--- src/rtl/ctrl_pkg.sv ---
// Shared control encodings for the multicycle datapath: opcodes, ALUop codes, FSM states and mux selects.
// MC_JAL_EN adds the jal opcode, its state and the $31 / PC write-back selects.
package ctrl_pkg;

    localparam int STATE_W = 4;
    localparam int ALUOP_W = 3;

    localparam logic [5:0] OP_RTYPE = 6'b000000;
    localparam logic [5:0] OP_J     = 6'b000010;
    localparam logic [5:0] OP_BEQ   = 6'b000100;
    localparam logic [5:0] OP_BNE   = 6'b000101;
    localparam logic [5:0] OP_ADDI  = 6'b001000;
    localparam logic [5:0] OP_ANDI  = 6'b001100;
    localparam logic [5:0] OP_ORI   = 6'b001101;
    localparam logic [5:0] OP_LW    = 6'b100011;
    localparam logic [5:0] OP_SW    = 6'b101011;
`ifdef MC_JAL_EN
    localparam logic [5:0] OP_JAL   = 6'b000011;
`endif

    localparam logic [ALUOP_W-1:0] ALUOP_ADD   = 3'b000;
    localparam logic [ALUOP_W-1:0] ALUOP_SUB   = 3'b001;
    localparam logic [ALUOP_W-1:0] ALUOP_FUNCT = 3'b010;
    localparam logic [ALUOP_W-1:0] ALUOP_ORI   = 3'b011;
    localparam logic [ALUOP_W-1:0] ALUOP_ANDI  = 3'b100;

    localparam logic [1:0] REGDST_RT       = 2'b00;
    localparam logic [1:0] REGDST_RD       = 2'b01;
    localparam logic [1:0] MEMTOREG_ALUOUT = 2'b00;
    localparam logic [1:0] MEMTOREG_MDR    = 2'b01;
`ifdef MC_JAL_EN
    localparam logic [1:0] REGDST_RA       = 2'b10;
    localparam logic [1:0] MEMTOREG_PC     = 2'b10;
`endif
    localparam logic [1:0] SRCB_RT         = 2'b00;
    localparam logic [1:0] SRCB_FOUR       = 2'b01;
    localparam logic [1:0] SRCB_IMM        = 2'b10;
    localparam logic [1:0] SRCB_IMMSH      = 2'b11;
    localparam logic [1:0] PCSRC_ALU       = 2'b00;
    localparam logic [1:0] PCSRC_ALUOUT    = 2'b01;
    localparam logic [1:0] PCSRC_JUMP      = 2'b10;

    typedef enum logic [STATE_W-1:0] {
        S_FETCH  = 4'd0,
        S_DECODE = 4'd1,
        S_MEMADR = 4'd2,
        S_MEMRD  = 4'd3,
        S_MEMWB  = 4'd4,
        S_MEMWR  = 4'd5,
        S_REX    = 4'd6,
        S_RWB    = 4'd7,
        S_BRANCH = 4'd8,
        S_IEX    = 4'd9,
        S_IWB    = 4'd10,
        S_JUMP   = 4'd11
`ifdef MC_JAL_EN
        ,S_JAL   = 4'd12
`endif
    } state_t;

    typedef struct packed {
        logic               pcWrite;
        logic               pcWriteCond;
        logic               branchNe;
        logic               iorD;
        logic               memRead;
        logic               memWrite;
        logic               irWrite;
        logic [1:0]         regDst;
        logic [1:0]         memtoReg;
        logic               regWrite;
        logic               aluSrcA;
        logic [1:0]         aluSrcB;
        logic [1:0]         pcSource;
        logic [ALUOP_W-1:0] aluOp;
        logic               illegalOp;
    } ctrl_word_t;

    function automatic logic op_supported(input logic [5:0] op);
        case (op)
            OP_RTYPE, OP_J, OP_BEQ, OP_BNE, OP_ADDI,
            OP_ANDI, OP_ORI, OP_LW, OP_SW: return 1'b1;
`ifdef MC_JAL_EN
            OP_JAL:                        return 1'b1;
`endif
            default:                       return 1'b0;
        endcase
    endfunction

endpackage

--- src/rtl/ctrl_word_decode.sv ---
// Combinational decode of the current FSM state (plus opcode / mem_ready where needed) into the control word.
// The JAL state decode exists only when MC_JAL_EN is defined.
module ctrl_word_decode
    import ctrl_pkg::*;
(
    input  state_t     state,
    input  logic [5:0] opcode,
    input  logic       mem_ready,
    output ctrl_word_t cw
);

    // Moore decode; only the FETCH strobes look at mem_ready so IR/PC load on the completing cycle.
    always_comb begin
        cw = '0;
        case (state)
            S_FETCH: begin
                cw.memRead  = 1'b1;
                cw.aluSrcB  = SRCB_FOUR;
                cw.aluOp    = ALUOP_ADD;
                cw.pcSource = PCSRC_ALU;
                cw.irWrite  = mem_ready;
                cw.pcWrite  = mem_ready;
            end
            S_DECODE: begin
                cw.aluSrcB   = SRCB_IMMSH;
                cw.aluOp     = ALUOP_ADD;
                cw.illegalOp = ~op_supported(opcode);
            end
            S_MEMADR: begin
                cw.aluSrcA = 1'b1;
                cw.aluSrcB = SRCB_IMM;
                cw.aluOp   = ALUOP_ADD;
            end
            S_MEMRD: begin
                cw.memRead = 1'b1;
                cw.iorD    = 1'b1;
            end
            S_MEMWB: begin
                cw.regDst   = REGDST_RT;
                cw.memtoReg = MEMTOREG_MDR;
                cw.regWrite = 1'b1;
            end
            S_MEMWR: begin
                cw.memWrite = 1'b1;
                cw.iorD     = 1'b1;
            end
            S_REX: begin
                cw.aluSrcA = 1'b1;
                cw.aluSrcB = SRCB_RT;
                cw.aluOp   = ALUOP_FUNCT;
            end
            S_RWB: begin
                cw.regDst   = REGDST_RD;
                cw.regWrite = 1'b1;
            end
            S_BRANCH: begin
                cw.aluSrcA     = 1'b1;
                cw.aluSrcB     = SRCB_RT;
                cw.aluOp       = ALUOP_SUB;
                cw.pcWriteCond = 1'b1;
                cw.pcSource    = PCSRC_ALUOUT;
                cw.branchNe    = (opcode == OP_BNE);
            end
            S_IEX: begin
                cw.aluSrcA = 1'b1;
                cw.aluSrcB = SRCB_IMM;
                if (opcode == OP_ORI)
                    cw.aluOp = ALUOP_ORI;
                else if (opcode == OP_ANDI)
                    cw.aluOp = ALUOP_ANDI;
                else
                    cw.aluOp = ALUOP_ADD;
            end
            S_IWB: begin
                cw.regDst   = REGDST_RT;
                cw.memtoReg = MEMTOREG_ALUOUT;
                cw.regWrite = 1'b1;
            end
            S_JUMP: begin
                cw.pcWrite  = 1'b1;
                cw.pcSource = PCSRC_JUMP;
            end
`ifdef MC_JAL_EN
            S_JAL: begin
                cw.pcWrite  = 1'b1;
                cw.pcSource = PCSRC_JUMP;
                cw.regWrite = 1'b1;
                cw.regDst   = REGDST_RA;
                cw.memtoReg = MEMTOREG_PC;
            end
`endif
            default: cw = '0;
        endcase
    end

endmodule

--- src/rtl/multicycle_control.sv ---
// Main multicycle control FSM: state register, next-state logic and reset gating of the control word.
// Define MC_JAL_EN to add the jal instruction (state 12).
module multicycle_control
    import ctrl_pkg::*;
(
    input  logic               clk,
    input  logic               reset,
    input  logic [5:0]         opcode,
    input  logic               mem_ready,
    output logic               PCWrite,
    output logic               PCWriteCond,
    output logic               BranchNe,
    output logic               IorD,
    output logic               MemRead,
    output logic               MemWrite,
    output logic               IRWrite,
    output logic [1:0]         RegDst,
    output logic [1:0]         MemtoReg,
    output logic               RegWrite,
    output logic               ALUSrcA,
    output logic [1:0]         ALUSrcB,
    output logic [1:0]         PCSource,
    output logic [ALUOP_W-1:0] ALUop,
    output logic               illegal_op,
    output logic [STATE_W-1:0] state_dbg
);

    state_t     state, nextState;
    ctrl_word_t cw, cwGated;

    always_ff @(posedge clk or posedge reset) begin
        if (reset)
            state <= S_FETCH;
        else
            state <= nextState;
    end

    // Unknown opcodes and any unreachable encoding fall back to FETCH.
    always_comb begin
        nextState = S_FETCH;
        case (state)
            S_FETCH:  nextState = mem_ready ? S_DECODE : S_FETCH;
            S_DECODE: begin
                case (opcode)
                    OP_LW, OP_SW:               nextState = S_MEMADR;
                    OP_RTYPE:                   nextState = S_REX;
                    OP_BEQ, OP_BNE:             nextState = S_BRANCH;
                    OP_ADDI, OP_ANDI, OP_ORI:   nextState = S_IEX;
                    OP_J:                       nextState = S_JUMP;
`ifdef MC_JAL_EN
                    OP_JAL:                     nextState = S_JAL;
`endif
                    default:                    nextState = S_FETCH;
                endcase
            end
            S_MEMADR: nextState = (opcode == OP_SW) ? S_MEMWR : S_MEMRD;
            S_MEMRD:  nextState = mem_ready ? S_MEMWB : S_MEMRD;
            S_MEMWR:  nextState = mem_ready ? S_FETCH : S_MEMWR;
            S_REX:    nextState = S_RWB;
            S_IEX:    nextState = S_IWB;
            default:  nextState = S_FETCH;
        endcase
    end

    ctrl_word_decode u_decode (
        .state     (state),
        .opcode    (opcode),
        .mem_ready (mem_ready),
        .cw        (cw)
    );

    // Reset kills every strobe combinationally so an abandoned instruction cannot write anything.
    assign cwGated     = reset ? '0 : cw;

    assign PCWrite     = cwGated.pcWrite;
    assign PCWriteCond = cwGated.pcWriteCond;
    assign BranchNe    = cwGated.branchNe;
    assign IorD        = cwGated.iorD;
    assign MemRead     = cwGated.memRead;
    assign MemWrite    = cwGated.memWrite;
    assign IRWrite     = cwGated.irWrite;
    assign RegDst      = cwGated.regDst;
    assign MemtoReg    = cwGated.memtoReg;
    assign RegWrite    = cwGated.regWrite;
    assign ALUSrcA     = cwGated.aluSrcA;
    assign ALUSrcB     = cwGated.aluSrcB;
    assign PCSource    = cwGated.pcSource;
    assign ALUop       = cwGated.aluOp;
    assign illegal_op  = cwGated.illegalOp;
    assign state_dbg   = state;

endmodule
--- config.mk ---
export PLATFORM = sky130hd
export DESIGN_NAME = multicycle_control
export DESIGN_NICKNAME = d
export VERILOG_FILES = /design/src/rtl/ctrl_pkg.sv /design/src/rtl/ctrl_word_decode.sv /design/src/rtl/multicycle_control.sv
export SDC_FILE = /design/constraint.sdc
export NUM_CORES = 1
export LEC_CHECK = 0
export ABC_AREA = 1
export BUFFER_PORTS_ARGS = -buffer_cell sky130_fd_sc_hd__buf_2
export CAP_MARGIN = 20
export CELL_PAD_IN_SITES_DETAIL_PLACEMENT = 0
export CELL_PAD_IN_SITES_GLOBAL_PLACEMENT = 1
export CORE_MARGIN = 2
export CORE_UTILIZATION = 29
export DETAILED_ROUTE_END_ITERATION = 10
export GPL_ROUTABILITY_DRIVEN = 0
export HOLD_SLACK_MARGIN = 0.02
export PLACE_DENSITY = 0.87
export SYNTH_ARGS = -nofsm -noshare
export SYNTH_HDL_FRONTEND = slang
export SYNTH_SLANG_ARGS = --single-unit
--- constraint.sdc ---
create_clock -name clk -period 1.92 [get_ports clk]
set_input_delay 0 -clock clk [delete_from_list [all_inputs] [get_ports clk]]
set_output_delay 0 -clock clk [all_outputs]
set_load 0.02 [all_outputs]
-- Word level (Yosys, flattened, before mapping)
Cells that the tools add are included.
- output and inout port bits: 25
- flip-flop bits (word level): 4
- logic and storage cells: 57
- input bits: 9
- bitwise logic cells: 1
- reductions and logical operators: 11
- multiplexer cells: 25
- eq/ne operators: 19
- operators with widths (cell ; count):
    $pmux W4 S7 ; 1
    $mux W21 ; 1
    $pmux W4 S5 ; 1
    $eq A6 B4 Y1 const B ; 3
    $eq A4 B3 Y1 const B ; 4
    $eq A4 B4 Y1 const B ; 4
    $mux W3 ; 5
    $eq A6 B3 Y1 const B ; 2
    $eq A6 B6 Y1 const B ; 2
    $mux W1 ; 12
    $reduce_or A2 Y1 ; 5
    $pmux W3 S3 ; 1
    $reduce_or A9 Y1 ; 1
    $eq A4 B2 Y1 const B ; 2
    $eq A6 B2 Y1 const B ; 1
    $logic_not A6 Y1 ; 1
    $pmux W2 S3 ; 1
    $reduce_or A3 Y1 ; 2
    $eq A4 B1 Y1 const B ; 1
    $logic_not A4 Y1 ; 1
    $pmux W2 S2 ; 1
    $reduce_or A4 Y1 ; 1
    $mux W2 ; 1
    $pmux W1 S2 ; 1
    $not A1 Y1 ; 1

-- Longest topological paths before layout
- word-level depth: 7
- depth in mapped cells: 8
- mapped depth without buffers: 8

-- Cells and area by module
A second synthesis with hierarchy kept.
- cells, all modules: 192
- area total of the unflattened synthesis: 909.6 um2
- modules (own cells, without submodules) (module ; area each (um2) ; cells an instance ; times used ; sequential area each (um2)):
    multicycle_control ; 580.6 ; 119 ; 1 ; 100.1
    ctrl_word_decode ; 329.1 ; 73 ; 1 ; 0.0

-- Least setup slack after synthesis
No wires, ideal clock.
- kind: register -> output
- start: reg state[0] (netlist: state_dbg[0])
- end: out RegWrite
- path buffers: 0
- path slack: 0.368 ns
- data required time: 1.920 ns
- data arrival time: 1.552 ns
- stages on the path, launching flop included: 5
- cells stage by stage: dfrtp_1 nand2_1 nor3_1 nor2_1 o21ai_1
- cells in the longest elaborated chain, start to end: 4
- elaborated cells between the ends (all ways): 6
- classes of those cells: eq/ne: 3; mux: 2; reduce/logical: 1
- RTL lines (element ; RTL line ; RTL):
    start, declared ; multicycle_control.sv:28 ; state_t state, nextState;
    start signal, assigned ; multicycle_control.sv:35 ; state <= nextState;
    $eq A4 B3 Y1 or $eq A4 B4 Y1 (tied branches) ; ctrl_word_decode.sv:15 ; case (state)
    $reduce_or A3 Y1 (no source line) * ; - ;
    $mux W1 * ; ctrl_word_decode.sv:15 ;
    $mux W21 * ; multicycle_control.sv:73 ; assign cwGated = reset ? '0 : cw;
    end, declared ; multicycle_control.sv:19 ; output logic RegWrite,
Every way passes the cells marked *; elsewhere a longest branch is shown, timed or not.

-- Worst setup path in the final report
- start: in reset
- end: out ALUop[2]
- cells in the longest elaborated chain, start to end: 1
- RTL lines (element ; RTL line ; RTL):
    start, declared ; multicycle_control.sv:7 ; input logic reset,
    $mux W21 ; multicycle_control.sv:73 ;
    end, declared ; multicycle_control.sv:23 ; output logic [ALUOP_W-1:0] ALUop,
No other way between the ends.

==> out/qor.csv <==
metric,value,unit
outcome,completed,
Power Total,0.725,mW
die height,51.5,um
CTS root buf,clkbuf_4,
Via density,4.67,
post-synthesis sequential area ratio,15.3,%
kind of critical path,input port to primary output,
GRT Util Overall,15.5,%
Detailed Place HPWL,1540,um
CP endpoint kind,primary output,
post-synthesis mux area share,0,%
sw frac,55.5,%
std cell rows,17,
"EDFF count, synth",0,
Placed Instance Area,821,um^2
P_int,0.322,mW
initial antenna violation count,0,
count of final hold-check violations,0,
Largest register FFs,4,
# nets final,168,
Antenna Violating Nets Remaining,0,
Hold WC Path Type,input port to flop,
CTS tree,yes,
violation count after the first detailed-route iteration,22,
post-synthesis simple-gate area fraction,57.7,%
Post-CTS Setup Inserts,0,
Clock Tree Buf Depth,2,
DR vias,864,
Post-Syn Instances,125,
synthesis-to-finish area growth,30.7,%
total CTS buffers,3,
die area,0.00265,mm^2
Initial Util,30.1,%
Max-Cap Viols,0,
# diodes,0,
finished layout cell area,853,um^2
Main synth FF type,dfrtp_1,
Cell Pwr Density,850,mW/mm^2
GRT overflow,0,
# DRC,0,
Synth Area in Adders,0,%
worst setup margin,365,ps
IO Pins,34,
clk_lat worst skew,240,ps
sequential share of power,20.1,%
final period utilization,81.0,%
Max Freq,0.643,GHz
first-pass GRT wire length,3100,um
post-CTS resize count,0,
largest net degree at the start of global routing,14,
leakage,0.544,nW
area of the mapped netlist,653,um^2
CTS HTree Levels,1,
Crit path required time,1920,ps
layout cells sized above 1,26.8,%
Seq cells post-synth,4,
cts hold-fix bufs,1,
Synth top area share,16.1,%
clock skew,2.64,ps
Die Wd,51.5,um
largest family of logic cells by synthesized area,simple AND/OR/NAND/NOR gates,
Max rail drop VDD,0.332,mV
Synthesis Warnings,0,
synth top area cells,"nand2_1, dfrtp_1, inv_1",
# port buffers,31,
asr flop ratio synth,100,%
Combinational Power Share,65.4,%
Crit Path Max Fanout,13,
number of fill cells,261,
1st-pass router iterations,6,
syn avg cell area,5.23,um^2
Synth Area in Compound Gates,8.05,%
part of the power in the clock network,14.5,%
P_sw,0.403,mW
Multi-input gate area,437,um^2
"CTS clk-pin slew, worst paths",40,ps
clock period minus worst slack,1560,ps
crit path launch type,input port,
WL/cell,10.2,um
Synth Area in XOR/XNOR,0,%
Finish-stage setup viols,0,
synth unique cells,24,
TNS Setup,0,ps
TritonCTS Sinks,4,
Max Slew Vio Count,0,
vias in the first global route,748,
final wirelength,1880,um
worst hold slack,155,ps
RSZ-0062 raised after global routing,false,
Synth area leader,nand2_1,
Core ar.,0.00217,mm^2
sequential cell area,100,um^2
crit path DAT,1560,ps
dpl ws,679,ps
==> placed cells by master, fill, tap and decap left out <==
cell type | netlist | routed
a21oi_1 | 5 | 5
a31oi_1 | 1 | 1
buf_2 | 0 | 31
clkbuf_4 | 0 | 3
conb_1 | 1 | 2
dfrtp_1 | 4 | 4
dlygate4sd3_1 | 0 | 1
inv_1 | 25 | 25
nand2_1 | 28 | 28
nand2_2 | 2 | 2
nand3_1 | 15 | 15
nand3b_1 | 1 | 1
nand4_1 | 1 | 1
nand4_2 | 1 | 1
nor2_1 | 24 | 24
nor2_2 | 3 | 3
nor2_4 | 1 | 1
nor3_1 | 1 | 1
nor3b_1 | 1 | 1
nor4_1 | 1 | 1
nor4_2 | 1 | 1
o21ai_0 | 1 | 1
o21ai_1 | 2 | 2
o22ai_1 | 1 | 1
or2_1 | 1 | 1
==> worst max-delay path, cell delays in order <==
cell and delay, ps:
dlygate4sd3_1 530, buf_2 200, inv_1 230, nand2_2 140, nor4_2 250, buf_2 210
==> synth_stat cells, types with 2 or more instances <==
cell / number
nand2_1: 28
inv_1: 25
nor2_1: 24
nand3_1: 15
a21oi_1: 5
dfrtp_1: 4
buf_4: 3
nor2_2: 3
nand2_2: 2
o21ai_1: 2
==> worst paths after layout <==
check | from | to | slack [ps] | cells past startpoint
setup / recovery | reset | ALUop[2] | 360 | 6
hold / removal | opcode[3] | state_dbg[2] | 160 | 4
setup reg to reg | state_dbg[0] | state_dbg[1] | 720 | 5
hold reg to reg | state_dbg[2] | state_dbg[1] | 690 | 3
max in group asynchronous | reset | state_dbg[0] | 1370 | 3
min in group asynchronous | reset | state_dbg[1] | 340 | 3
==> power groups by stage <==
| stage | clock network [mW] | registers (mW) | logic, mW |
|---|---|---|---|
| after floorplan | 0 | 0.167 | 0.310 |
| after global placement | 0 | 0.144 | 0.475 |
| after detailed placement | 0 | 0.146 | 0.471 |
| after CTS | 0.112 | 0.145 | 0.475 |
| after global routing | 0.121 | 0.150 | 0.524 |
| final | 0.105 | 0.146 | 0.475 |
==> metal layers <==
layer | global-route usage [%] | vias to the layer above | wire length (um)
met5 | 0 | - | 0
li1 | - | 451 | -
met1 | 20.1 | 360 | 871
met3 | 2.63 | 2 | 155
met2 | 25.2 | 51 | 832
met4 | 6.58 | 0 | 19
==> per-stage QoR <==
| step | instances | util (%) |
|---|---|---|
| after floorplan | 126 | - |
| after global placement | 181 | 37.8 |
| after detailed placement | 181 | 37.8 |
| after CTS | 185 | 39.3 |
| after global routing | 185 | 39.3 |
| final | 185 | 39.3 |
==> cell type report <==
| class | instances | area share, % |
|---|---|---|
| tap | 28 | 4.11 |
| sequential | 4 | 11.7 |
| timing repair buffer | 32 | 19.4 |
| clock buffer | 3 | 2.64 |
| multi-input combinational | 93 | 51.2 |
| inverter | 25 | 11.0 |
==> kinds of logic after synthesis <==
group                  Yosys count
DFF                              4
buffers and inverters           29
AOI/OAI and AO/OA               10
other                            1
and+or+nand+nor                 81
Power figures use the tool's default switching activity.
